[src/rtl/tube_digi_translator.sv]
// tube_digi_translator
//   Hex-nibble to seven-segment encoder for the multiplexed tube displays.
//   The pattern is registered, so inputs reach Out one clock later.
//
// Parameters
//   ACTIVE_LOW : 1 = a lit segment drives 0, 0 = a lit segment drives 1
//
// Ports
//   clk    : clock, rising edge
//   reset  : synchronous, active-high; loads the unlit pattern
//   Num    : hex digit 0x0-0xF
//   Dp     : 1 lights the decimal point
//   Blank  : 1 turns every segment off, decimal point included
//   Out    : registered pattern {dp, a, b, c, d, e, f, g}
module tube_digi_translator #(
  parameter bit ACTIVE_LOW = 1'b1
) (
  input  logic       clk,
  input  logic       reset,
  input  logic [3:0] Num,
  input  logic       Dp,
  input  logic       Blank,
  output logic [7:0] Out
);

  localparam logic [7:0] UNLIT = ACTIVE_LOW ? 8'hFF : 8'h00;

  logic [7:0] seg_al;
  logic [7:0] out_d;
  logic [7:0] out_q;

  // Glyphs are built in active-low form and inverted at the end when needed.
  always_comb begin
    seg_al = 8'hFF;
    case (Num)
      4'h0: seg_al = 8'h81;
      4'h1: seg_al = 8'hCF;
      4'h2: seg_al = 8'h92;
      4'h3: seg_al = 8'h86;
      4'h4: seg_al = 8'hCC;
      4'h5: seg_al = 8'hA4;
      4'h6: seg_al = 8'hA0;
      4'h7: seg_al = 8'h8F;
      4'h8: seg_al = 8'h80;
      4'h9: seg_al = 8'h84;
      4'hA: seg_al = 8'h88;
      4'hB: seg_al = 8'hE0;
      4'hC: seg_al = 8'hB1;
      4'hD: seg_al = 8'hC2;
      4'hE: seg_al = 8'hB0;
      4'hF: seg_al = 8'hB8;
      default: seg_al = 8'hFF;
    endcase
    if (Dp) begin
      seg_al[7] = 1'b0;
    end
    // Blank wins over both the digit and the decimal point.
    if (Blank) begin
      seg_al = 8'hFF;
    end
    out_d = ACTIVE_LOW ? seg_al : ~seg_al;
  end

  always_ff @(posedge clk) begin
    if (reset) begin
      out_q <= UNLIT;
    end else begin
      out_q <= out_d;
    end
  end

  assign Out = out_q;

endmodule

[config.mk]
export PLATFORM = sky130hd
export DESIGN_NAME = tube_digi_translator
export DESIGN_NICKNAME = d
export VERILOG_FILES = /design/src/rtl/tube_digi_translator.sv
export SDC_FILE = /design/constraint.sdc
export NUM_CORES = 1
export LEC_CHECK = 0
export BUFFER_PORTS_ARGS = -buffer_cell sky130_fd_sc_hd__buf_2
export CORE_MARGIN = 2
export CORE_UTILIZATION = 31
export CTS_CLUSTER_SIZE = 12
export DETAILED_ROUTE_END_ITERATION = 12
export GPL_ROUTABILITY_DRIVEN = 0
export GPL_TIMING_DRIVEN = 0
export PLACE_DENSITY = 0.63
export SYNTH_ARGS = -nofsm -noshare
export SYNTH_HDL_FRONTEND = slang
export SYNTH_SLANG_ARGS = --single-unit
[constraint.sdc]
create_clock -name clk -period 1 [get_ports clk]
set_input_delay 0.05 -clock clk [delete_from_list [all_inputs] [get_ports clk]]
set_output_delay 0.05 -clock clk [all_outputs]
set_load 0.005 [all_outputs]
==> metrics.md, run 1 <==
| Metric | Value |
|---|---|
| Top cells by area, synth | `dfxtp_1, ha_1, mux2i_1, a2111o_1, mux2_1` |
| Design Power | `0.000726 W` |
| Worst path slowest cell | `a2111o_1` |
| Largest net degree at the start of global routing | `11` |
| VDD IR max | `0.440 mV` |
| Outcome | `finished, final reports clean` |
| Commonest non-fill, non-tap cells in the layout | `buf_2, dfxtp_1, ha_1` |
| Drt initial violations | `5` |
| Boundary pin count | `16` |
| CP Launch Type | `input port` |
| Vias in the first global route | `344` |
| Synth area leader | `dfxtp_1` |
| GRT Util Overall | `11.9%` |
| Via density | `5.06` |
| Num rows | `13` |
| Critical path required time | `1.13 ns` |
| Grt total ovfl | `0` |
| Power Density | `1210 nW/um^2` |
| Place WS | `-0.255 ns` |
| Placed cells | `75` |
| Cell class contributing the biggest share of worst-path delay | `compound AO/OA/AOI/OAI gates` |
| Die area | `approximately 1800 um^2` |
| Routed len/inst | `12.2 um` |
| Layout Cells excl Fill | `79` |
| IO Port Bufs | `15` |
| Final period util | `a little over nine tenths` |
| Commonest non-fill, non-tap cell in the layout | `buf_2` |
| CTS H-tree lvls | `1` |
| Crit end category | `flop` |
| Flip-flop count of the largest register after layout | `8` |
| Critical Path, Cell by Cell | `clkbuf_4, inv_2, ha_2, mux2_1, a2111o_1` |
| Slowest stage delay, CP | `approximately 0.37 ns` |
| Lkg Pwr | `approximately 0.27 nW` |
| Pre-antenna DRT Iters | `2` |
| Synth top area share | `34.4%` |
| Crit. Startpoint | `Num[1]` |
| Starting Density | `about a third` |
| Utilization after layout | `44.6%` |
| Yosys cell types | `21` |
| Die height | `approximately 43 um` |
| Least-Margin Pin Slew | `0.263 ns` |
| Synthesized Nets | `60` |
| F_max | `roughly 1000 MHz` |
| Core area | `1350 um^2` |
| Diode count | `0` |
| Crit path depth | `5` |
| First-pass GRT wire length | `1580 um` |
| Syn-to-layout area delta | `29.3%` |
| CTS Sinks | `8` |
| Worst Setup Path Type | `in -> reg` |
| Slew headroom | `82.2%` |
| Worst Path Buf+Inv | `2` |
| Post-Syn Instances | `between 40 and 50` |
| Antenna Nets Post-Route | `0` |
| Clock transition at path regs | `0.05 ns` |
| Clock tree buffer depth | `2` |
| Via count | `400` |
| Die width | `42.8 um` |
| Worst min path class | `in -> reg` |
| Synthesized area per cell | `10.3 um^2` |
| PnR worst setup slack | `0.0231 ns` |
| RSZ-0062 raised after global routing | `false` |
| Final Hold Viols | `0` |
| Clk root buf | `clkbuf_4` |
| Layout Nets | `81` |
| Post-synthesis sequential area ratio | `34.4%` |
| CTS tree | `done` |
| Routed WL | `961 um` |
| Max FO, Critical Path | `6` |
| Initial antenna violation count | `0` |
| # DRC | `0` |
| Crit path to | `Out[0]` |
| Final HPWL DP | `766 um` |
| Ys Warns | `0` |
| Critical path arrival | `1.11 ns` |
| CTS buffer count | `3` |
| Ratio of cells with drive above 1 in the final layout | `42.2%` |
| Seq cells post-synth | `8` |
| Crit path time final | `0.977 ns` |
| Total of max-cap violations | `0` |
| Final Slew Violations | `0` |
| Final setup viols | `0` |
| Mapped cell area | `465 um^2` |
-- cell families (layout without fill, tap and decap cells) --
group	after synthesis	in the layout	share of synthesized area [%]
AND/OR/NAND/NOR	12	12	14.2
AO/OA/AOI/OAI	8	8	16.1
flip-flops	8	8	34.4
adder cells (fa/ha/maj)	7	7	18.8
multiplexers	5	5	11.3
buffers and inverters	5	24	5.11
-- what timing repair did --
item	4_1_cts	5_1_grt
resized for setup	0	3
hold buffers	1	0
setup endpoints to repair	0	3
endpoints found under the hold margin	1	0
setup buffers	0	0
-- synth_stat cells --
| cell type | count |
|---|---|
| dfxtp_1 | 8 |
| ha_1 | 7 |
| inv_1 | 3 |
| mux2i_1 | 3 |
| nand2_1 | 3 |
| nor3_1 | 3 |
| a2111o_1 | 2 |
| a32oi_1 | 2 |
| mux2_1 | 2 |
| a311o_1 | 1 |
| a31o_2 | 1 |
| buf_2 | 1 |
| buf_4 | 1 |
| nand2b_1 | 1 |
| nand3b_1 | 1 |
| nor2_1 | 1 |
| nor3b_1 | 1 |
| o211ai_1 | 1 |
| o311ai_0 | 1 |
| or2_2 | 1 |
| or3b_2 | 1 |
-- report_power, final --
group / switching [W] / total, W / leakage, nW / internal (W)
Clock: 0.000104 / 0.000241 / 0.0138 / 0.000137
Sequential: 0.00000406 / 0.000342 / 0.0663 / 0.000338
Combinational: 0.0000726 / 0.000142 / 0.186 / 0.0000697
-- per-stage QoR --
step / hold slack, ns / cell area (um^2) / TNS [ns]
floorplan: 0.112 / 470 / 0
global placement: 0.214 / 564 / -0.926
detailed placement: 0.222 / 564 / -0.985
CTS: 0.0636 / 597 / 0
global route: 0.0665 / 602 / 0
finish: 0.0735 / 602 / 0
-- final cells by class --
cell class,instances,area (um^2)
sequential,8,160
tap,15,18.8
multi-input combinational,32,287
clock buffer,3,22.5
fill,154,748
buffer,2,12.5
inverter,3,11.3
timing repair buffer,16,90.1
-- worst min-delay path by stage --
stage | start | to | slack, ns | depth (start not counted)
floorplan | Dp | Out[7] | 0.11 | 1
global placement | Dp | Out[7] | 0.21 | 2
detailed placement | Dp | Out[7] | 0.22 | 2
CTS | reset | Out[1] | 0.06 | 2
global route | reset | Out[1] | 0.07 | 2
finish | reset | Out[1] | 0.07 | 2
-- routing by layer --
metal | GRT usage, % | vias up | routed length (um)
met5 | 0 | - | 0
met4 | 11.3 | 0 | 49
met3 | 2.55 | 6 | 37
met2 | 17.3 | 12 | 422
met1 | 14.3 | 179 | 452
li1 | - | 203 | -
No activity file was read; power rests on OpenSTA's default activity.
==> inputs of run 2 (changes only) <==
--- a/config.mk
+++ b/config.mk
@@ -6,7 +6,7 @@
 export NUM_CORES = 1
 export LEC_CHECK = 0
 export BUFFER_PORTS_ARGS = -buffer_cell sky130_fd_sc_hd__buf_2
-export CORE_MARGIN = 2
+export CORE_MARGIN = 5
 export CORE_UTILIZATION = 31
 export CTS_CLUSTER_SIZE = 12
 export DETAILED_ROUTE_END_ITERATION = 12
==> constraint.sdc (replaced) <==
create_clock -name clk -period 1 [get_ports clk]
set_input_delay 0.15 -clock clk [delete_from_list [all_inputs] [get_ports clk]]
set_output_delay 0.15 -clock clk [all_outputs]
set_load 0.005 [all_outputs]
==> run 2 against run 1 <==
  * Worst hold slack lost 0.023 ns
  * Non-clock buffer count shrank 1
  * Sequential power is essentially flat
  * Wire length shrank 7.9%
  * Combinational power grew 17%
  * Final cell count is the same
  * Global-route usage shrank 3.1 points
  * Via count shrank 1.5%
  * First-iteration DRC count shrank 80%
  * Total power grew 3.2%
  * Core utilization grew 0.49 points
  * Final area grew 10%
==> metrics.md, run 2 (same netlist as run 1, synthesis figures left out) <==
| Metric | Value |
|---|---|
| Hold Path Origin | `Dp (was reset)` |
| Routed len/inst | `11.2 um (was 12.2 um)` |
| Routed WL | `885 um (was 961 um)` |
| Multi-input combinational cell area | `329 um^2 (was 287 um^2)` |
| RSZ-0062 raised after global routing | `false (unchanged)` |
| Final period util | `94.9% (was 97.7%)` |
| Max FO, Critical Path | `7 (was 6)` |
| IO Port Bufs | `15 (unchanged)` |
| Worst hold path cell count | `2 (unchanged)` |
| # DRC | `0 (unchanged)` |
| Worst path slowest cell | `a2111o_1 (unchanged)` |
| Flip-flop count of the largest register after layout | `8 (unchanged)` |
| WL met2 | `407 um (was 422 um)` |
| Met1 WL | `395 um (was 452 um)` |
| Worst Path Buf+Inv | `2 (unchanged)` |
| Ratio of cells with drive above 1 in the final layout | `47.6% (was 42.2%)` |
| GRT Util Overall | `8.81% (was 11.9%)` |
| Boundary pin count | `16 (unchanged)` |
| Crit path time final | `0.949 ns (was 0.977 ns)` |
| Place WS | `-0.345 ns (was -0.255 ns)` |
| Final setup viols | `0 (unchanged)` |
| Power Density | `1130 nW/um^2 (was 1210 nW/um^2)` |
| Int Power | `0.000559 W (was 0.000545 W)` |
| Sequential share of power | `45.6% (was 47.1%)` |
| Clock transition at path regs | `0.05 ns (about the same)` |
| Sw frac | `25.4% (was 24.9%)` |
| Final HPWL DP | `723 um (was 766 um)` |
| F_max | `1050 MHz (was 1020 MHz)` |
| Grt total ovfl | `0 (unchanged)` |
| PnR worst setup slack | `0.0512 ns (was 0.0231 ns)` |
| Die area | `2380 um^2 (was 1830 um^2)` |
| Worst Setup Path Type | `in -> reg (unchanged)` |
| First-pass GRT wire length | `1660 um (was 1580 um)` |
| Fillers | `147 (was 154)` |
| Slowest stage delay, CP | `0.36 ns (was 0.37 ns)` |
| Least-Margin Pin Slew | `0.259 ns (was 0.263 ns)` |
| Outcome | `finished, final reports clean (unchanged)` |
| Design Power | `0.000749 W (was 0.000726 W)` |
| Core area | `1470 um^2 (was 1350 um^2)` |
| CP Launch Type | `input port (unchanged)` |
| Critical path arrival | `1.08 ns (was 1.11 ns)` |
| Num rows | `14 (was 13)` |
| WL met3 | `50 um (was 37 um)` |
| Pre-antenna DRT Iters | `2 (unchanged)` |
| Slew headroom | `82.5% (was 82.2%)` |
| Critical Path, Cell by Cell | `buf_6, inv_8, ha_4, mux2_4, a2111o_1 (was clkbuf_4, inv_2, ha_2, mux2_1, a2111o_1)` |
| Syn-to-layout area delta | `42.5% (was 29.3%)` |
| Drt initial violations | `1 (was 5)` |
| Largest net degree at the start of global routing | `11 (unchanged)` |
| Clock tree buffer depth | `2 (unchanged)` |
| Lkg Pwr | `0.279 nW (was 0.266 nW)` |
| Post-CTS Setup Inserts | `0 (unchanged)` |
| Final Hold Viols | `0 (unchanged)` |
| Placed cells | `76 (was 75)` |
| Layout Nets | `80 (was 81)` |
| Final Slew Violations | `0 (unchanged)` |
| Initial antenna violation count | `0 (unchanged)` |
| Antenna Nets Post-Route | `0 (unchanged)` |
| Layout Cells excl Fill | `79 (unchanged)` |
| Die width | `48.8 um (was 42.8 um)` |
| Commonest non-fill, non-tap cell in the layout | `buf_2 (unchanged)` |
| Hold path endpoint | `Out[7] (was Out[1])` |
| Vias in the first global route | `397 (was 344)` |
| Logic pwr share | `22.1% (was 19.6%)` |
| CTS H-tree lvls | `1 (unchanged)` |
| Clock power frac | `32.3% (was 33.3%)` |
| Worst min path class | `in -> reg (unchanged)` |
| Cell class contributing the biggest share of worst-path delay | `compound AO/OA/AOI/OAI gates (unchanged)` |
| CTS Sinks | `8 (unchanged)` |
| Via count | `394 (was 400)` |
| CTS tree | `done (unchanged)` |
| Top sig layer | `met4 (unchanged)` |
| Clk root buf | `clkbuf_4 (unchanged)` |
| Net Switching | `0.000191 W (was 0.000181 W)` |
| Via density | `4.99 (was 5.06)` |
| Critical path required time | `1.14 ns (was 1.13 ns)` |
| Total of max-cap violations | `0 (unchanged)` |
| Commonest non-fill, non-tap cells in the layout | `buf_2, dfxtp_1, ha_1 (unchanged)` |
| Starting Density | `31.6% (was 34.5%)` |
| Crit end category | `flop (unchanged)` |
| FF/Latch Area | `160 um^2 (unchanged)` |
| VDD IR max | `0.396 mV (was 0.440 mV)` |
| Diode count | `0 (unchanged)` |
| CTS buffer count | `3 (unchanged)` |
| Utilization after layout | `45.1% (was 44.6%)` |
| Die height | `48.8 um (was 42.8 um)` |
==> run 2: cell types whose count changed in the layout (fill, tap and decap cells not counted), sizes merged <==
cell         change
buf              +1
clkbuf           -1
dlygate4sd3      -1
==> run 2: how the worst max path moves through the flow <==
| stage | from | endpoint | slack [ns] | cells after the start |
|---|---|---|---|---|
| final | Num[0] | Out[0] | 0.05 | 5 |
| after global routing | Num[0] | Out[0] | 0.03 | 5 |
| after CTS | Num[1] | Out[0] | 0.004 | 5 |
| after detailed placement | Num[0] | Out[0] | -0.35 | 5 |
| after global placement | Num[0] | Out[0] | -0.35 | 5 |
| after floorplan | Num[1] | Out[0] | -0.02 | 4 |
==> run 2: metrics by stage <==
stage          TNS [ns]  instance area, um^2  hold WS (ns)
2_1_floorplan   -0.0301                  533         0.212
6_report              0                  663        0.0507
4_1_cts               0                  659        0.0467
3_3_place_gp      -1.60                  628         0.315
5_1_grt               0                  663        0.0642
3_5_place_dp      -1.59                  628         0.313
==> run 2: power by group through the flow <==
stage	logic [W]	clock network [W]	registers, W
floorplan	0.0000900	0	0.000353
detailed placement	0.000162	0	0.000348
global route	0.000186	0.000262	0.000344
global placement	0.000163	0	0.000348
finish	0.000166	0.000242	0.000341
CTS	0.000167	0.000251	0.000341
==> run 2: layout make-up <==
class / count / area share, %
clock buffer: 3 / 3.40
inverter: 3 / 4.72
buffer: 2 / 1.89
timing repair buffer: 15 / 13.2
multi-input combinational: 32 / 49.6
sequential: 8 / 24.2
tap: 16 / 3.02
==> run 2: layer usage <==
layer / vias up / track usage (%)
met5: - / 0
met4: 0 / 8.07
met3: 4 / 1.23
met2: 14 / 12.8
met1: 171 / 11.0
li1: 205 / -
==> run 2: repair_timing <==
item                                    CTS  global route
hold buffers                              0             0
endpoints found under the setup margin    4             3
resized for setup                         3             1
==> inputs of run 3 (changes only) <==
--- a/config.mk
+++ b/config.mk
@@ -8,6 +8,7 @@
 export BUFFER_PORTS_ARGS = -buffer_cell sky130_fd_sc_hd__buf_2
 export CORE_MARGIN = 5
 export CORE_UTILIZATION = 31
+export CTS_BUF_LIST = sky130_fd_sc_hd__clkbuf_16
 export CTS_CLUSTER_SIZE = 12
 export DETAILED_ROUTE_END_ITERATION = 12
 export GPL_ROUTABILITY_DRIVEN = 0
==> run 3 against run 2 <==
  * Critical endpoint unchanged
  * Clock-buffer cell count unchanged
  * Sequential cell count unchanged
  * Critical path type unchanged
  * Global-route usage up 0.62 points
  * Setup slack worse by 0.022 ns
  * Clock power rose to 2.8 times the previous value
  * Critical path depth did not move
  * Die area unchanged
==> metrics.md, run 3 (same netlist as run 1, synthesis figures left out) <==
| Metric | Value |
|---|---|
| Outcome | `finished, final reports clean (unchanged)` |
| Flip-flop count of the largest register after layout | `8 (unchanged)` |
| Boundary pin count | `16 (unchanged)` |
| IO Port Bufs | `15 (unchanged)` |
| Drt initial violations | `2 (was 1)` |
| Final Slew Violations | `0 (unchanged)` |
| Least-Margin Pin Slew | `0.259 ns (about the same)` |
| Largest net degree at the start of global routing | `11 (unchanged)` |
| Power Density | `1640 nW/um^2 (was 1130 nW/um^2)` |
| Routed WL | `939 um (was 885 um)` |
| Num rows | `14 (unchanged)` |
| CP Launch Type | `input port (unchanged)` |
| Lkg Pwr | `0.302 nW (was 0.279 nW)` |
| Hold Path Origin | `Dp (unchanged)` |
| CTS tree | `done (unchanged)` |
| Critical path required time | `1.11 ns (was 1.14 ns)` |
| GRT Util Overall | `9.43% (was 8.81%)` |
| # DRC | `0 (unchanged)` |
| Via density | `4.99 (unchanged)` |
| Worst min path class | `in -> reg (unchanged)` |
| Hold path endpoint | `Out[7] (unchanged)` |
| Final Hold Viols | `0 (unchanged)` |
| First-pass GRT wire length | `1750 um (was 1660 um)` |
| Die area | `2380 um^2 (unchanged)` |
| Core area | `1470 um^2 (unchanged)` |
| Worst Setup Path Type | `in -> reg (unchanged)` |
| Crit end category | `flop (unchanged)` |
| Total of max-cap violations | `0 (unchanged)` |
| Slew headroom | `82.5% (about the same)` |
| F_max | `1030 MHz (was 1050 MHz)` |
| Critical path arrival | `1.08 ns (about the same)` |
| Max FO, Critical Path | `7 (unchanged)` |
| Layout Nets | `80 (unchanged)` |
| Vias in the first global route | `406 (was 397)` |
| Final HPWL DP | `723 um (unchanged)` |
| Setup TNS | `0 ns (unchanged)` |
| Layout Cells excl Fill | `79 (unchanged)` |
| Final period util | `97.1% (was 94.9%)` |
| Crit path time final | `0.971 ns (was 0.949 ns)` |
| VDD IR max | `0.698 mV (was 0.396 mV)` |
| Placed cells | `76 (unchanged)` |
| Die width | `48.8 um (unchanged)` |
| Crit. Startpoint | `Num[0] (unchanged)` |
| CTS buffer count | `3 (unchanged)` |
| Pre-antenna DRT Iters | `2 (unchanged)` |
| Diode count | `0 (unchanged)` |
| RSZ-0062 raised after global routing | `false (unchanged)` |
| CTS Sinks | `8 (unchanged)` |
| Hold buffer count at cts | `0 (unchanged)` |
| Worst hold slack | `0.0746 ns (was 0.0507 ns)` |
| Utilization after layout | `48.6% (was 45.1%)` |
| Initial antenna violation count | `0 (unchanged)` |
| Clk root buf | `clkbuf_16 (was clkbuf_4)` |
| Commonest non-fill, non-tap cell in the layout | `buf_2 (unchanged)` |
| Final instance area | `716 um^2 (was 663 um^2)` |
| Final setup viols | `0 (unchanged)` |
| Starting Density | `31.6% (unchanged)` |
| Worst hold path cell count | `2 (unchanged)` |
| Commonest non-fill, non-tap cells in the layout | `buf_2, dfxtp_1, ha_1 (unchanged)` |
| Clock tree buffer depth | `2 (unchanged)` |
| CTS H-tree lvls | `1 (unchanged)` |
| Die height | `48.8 um (unchanged)` |
| Antenna Nets Post-Route | `0 (unchanged)` |
| Grt total ovfl | `0 (unchanged)` |
| Clock transition at path regs | `0.04 ns (was 0.05 ns)` |
| Post-DP Area | `628 um^2 (unchanged)` |
| Ratio of cells with drive above 1 in the final layout | `47.6% (unchanged)` |
| Via count | `394 (unchanged)` |
| Routed len/inst | `11.9 um (was 11.2 um)` |
| Syn-to-layout area delta | `53.8% (was 42.5%)` |
run 3: cell counts in the layout (fill, tap and decap cells not counted):
No cell type changed its count.
run 3: worst max-delay path, cell delays in order:
cell and delay, ns:
buf_6 0.14, inv_8 0.05, ha_4 0.15, mux2_4 0.25, a2111o_1 0.35
run 3: repair_timing:
action                                  in CTS  in global routing
endpoints found under the setup margin       4                  0
setup buffers                                0                  0
gates resized for setup                      4                  0
run 3: worst max-delay path by stage:
| stage | to | slack, ns | cells after the start |
|---|---|---|---|
| floorplan | Out[0] | -0.02 | 4 |
| global route | Out[0] | 0.004 | 5 |
| finish | Out[0] | 0.03 | 5 |
| CTS | Out[0] | 0.02 | 5 |
| detailed placement | Out[0] | -0.35 | 5 |
| global placement | Out[0] | -0.35 | 5 |
run 3: where the power goes:
part	internal (W)	switching (W)	total [W]	leakage, nW
Combinational	0.0000834	0.0000826	0.000166	0.199
Clock	0.000515	0.000151	0.000666	0.0370
Sequential	0.000340	0.00000329	0.000343	0.0663
Total	0.000938	0.000237	0.00118	0.302
run 3: final cells by class:
cell class	count	area, um^2
Sequential cell	8	160
Fill cell	140	756
Multi-Input combinational cell	32	329
Clock buffer	3	75.1
Timing Repair Buffer	15	87.6
Buffer	2	12.5
Inverter	3	31.3
Tap cell	16	20.0
run 3: layer usage:
layer	GRT usage (%)	up-vias	wire length, um
met4	8.07	0	25
li1	-	204	-
met5	0	-	0
met2	13.3	15	430
met1	11.1	171	406
met3	3.37	4	77
run 3: stage by stage:
stage          total power, W  worst slack [ns]
4_1_cts               0.00119            0.0221
6_report              0.00118            0.0290
3_3_place_gp         0.000511            -0.350
5_1_grt               0.00123           0.00384
2_1_floorplan        0.000443           -0.0159
3_5_place_dp         0.000511            -0.345
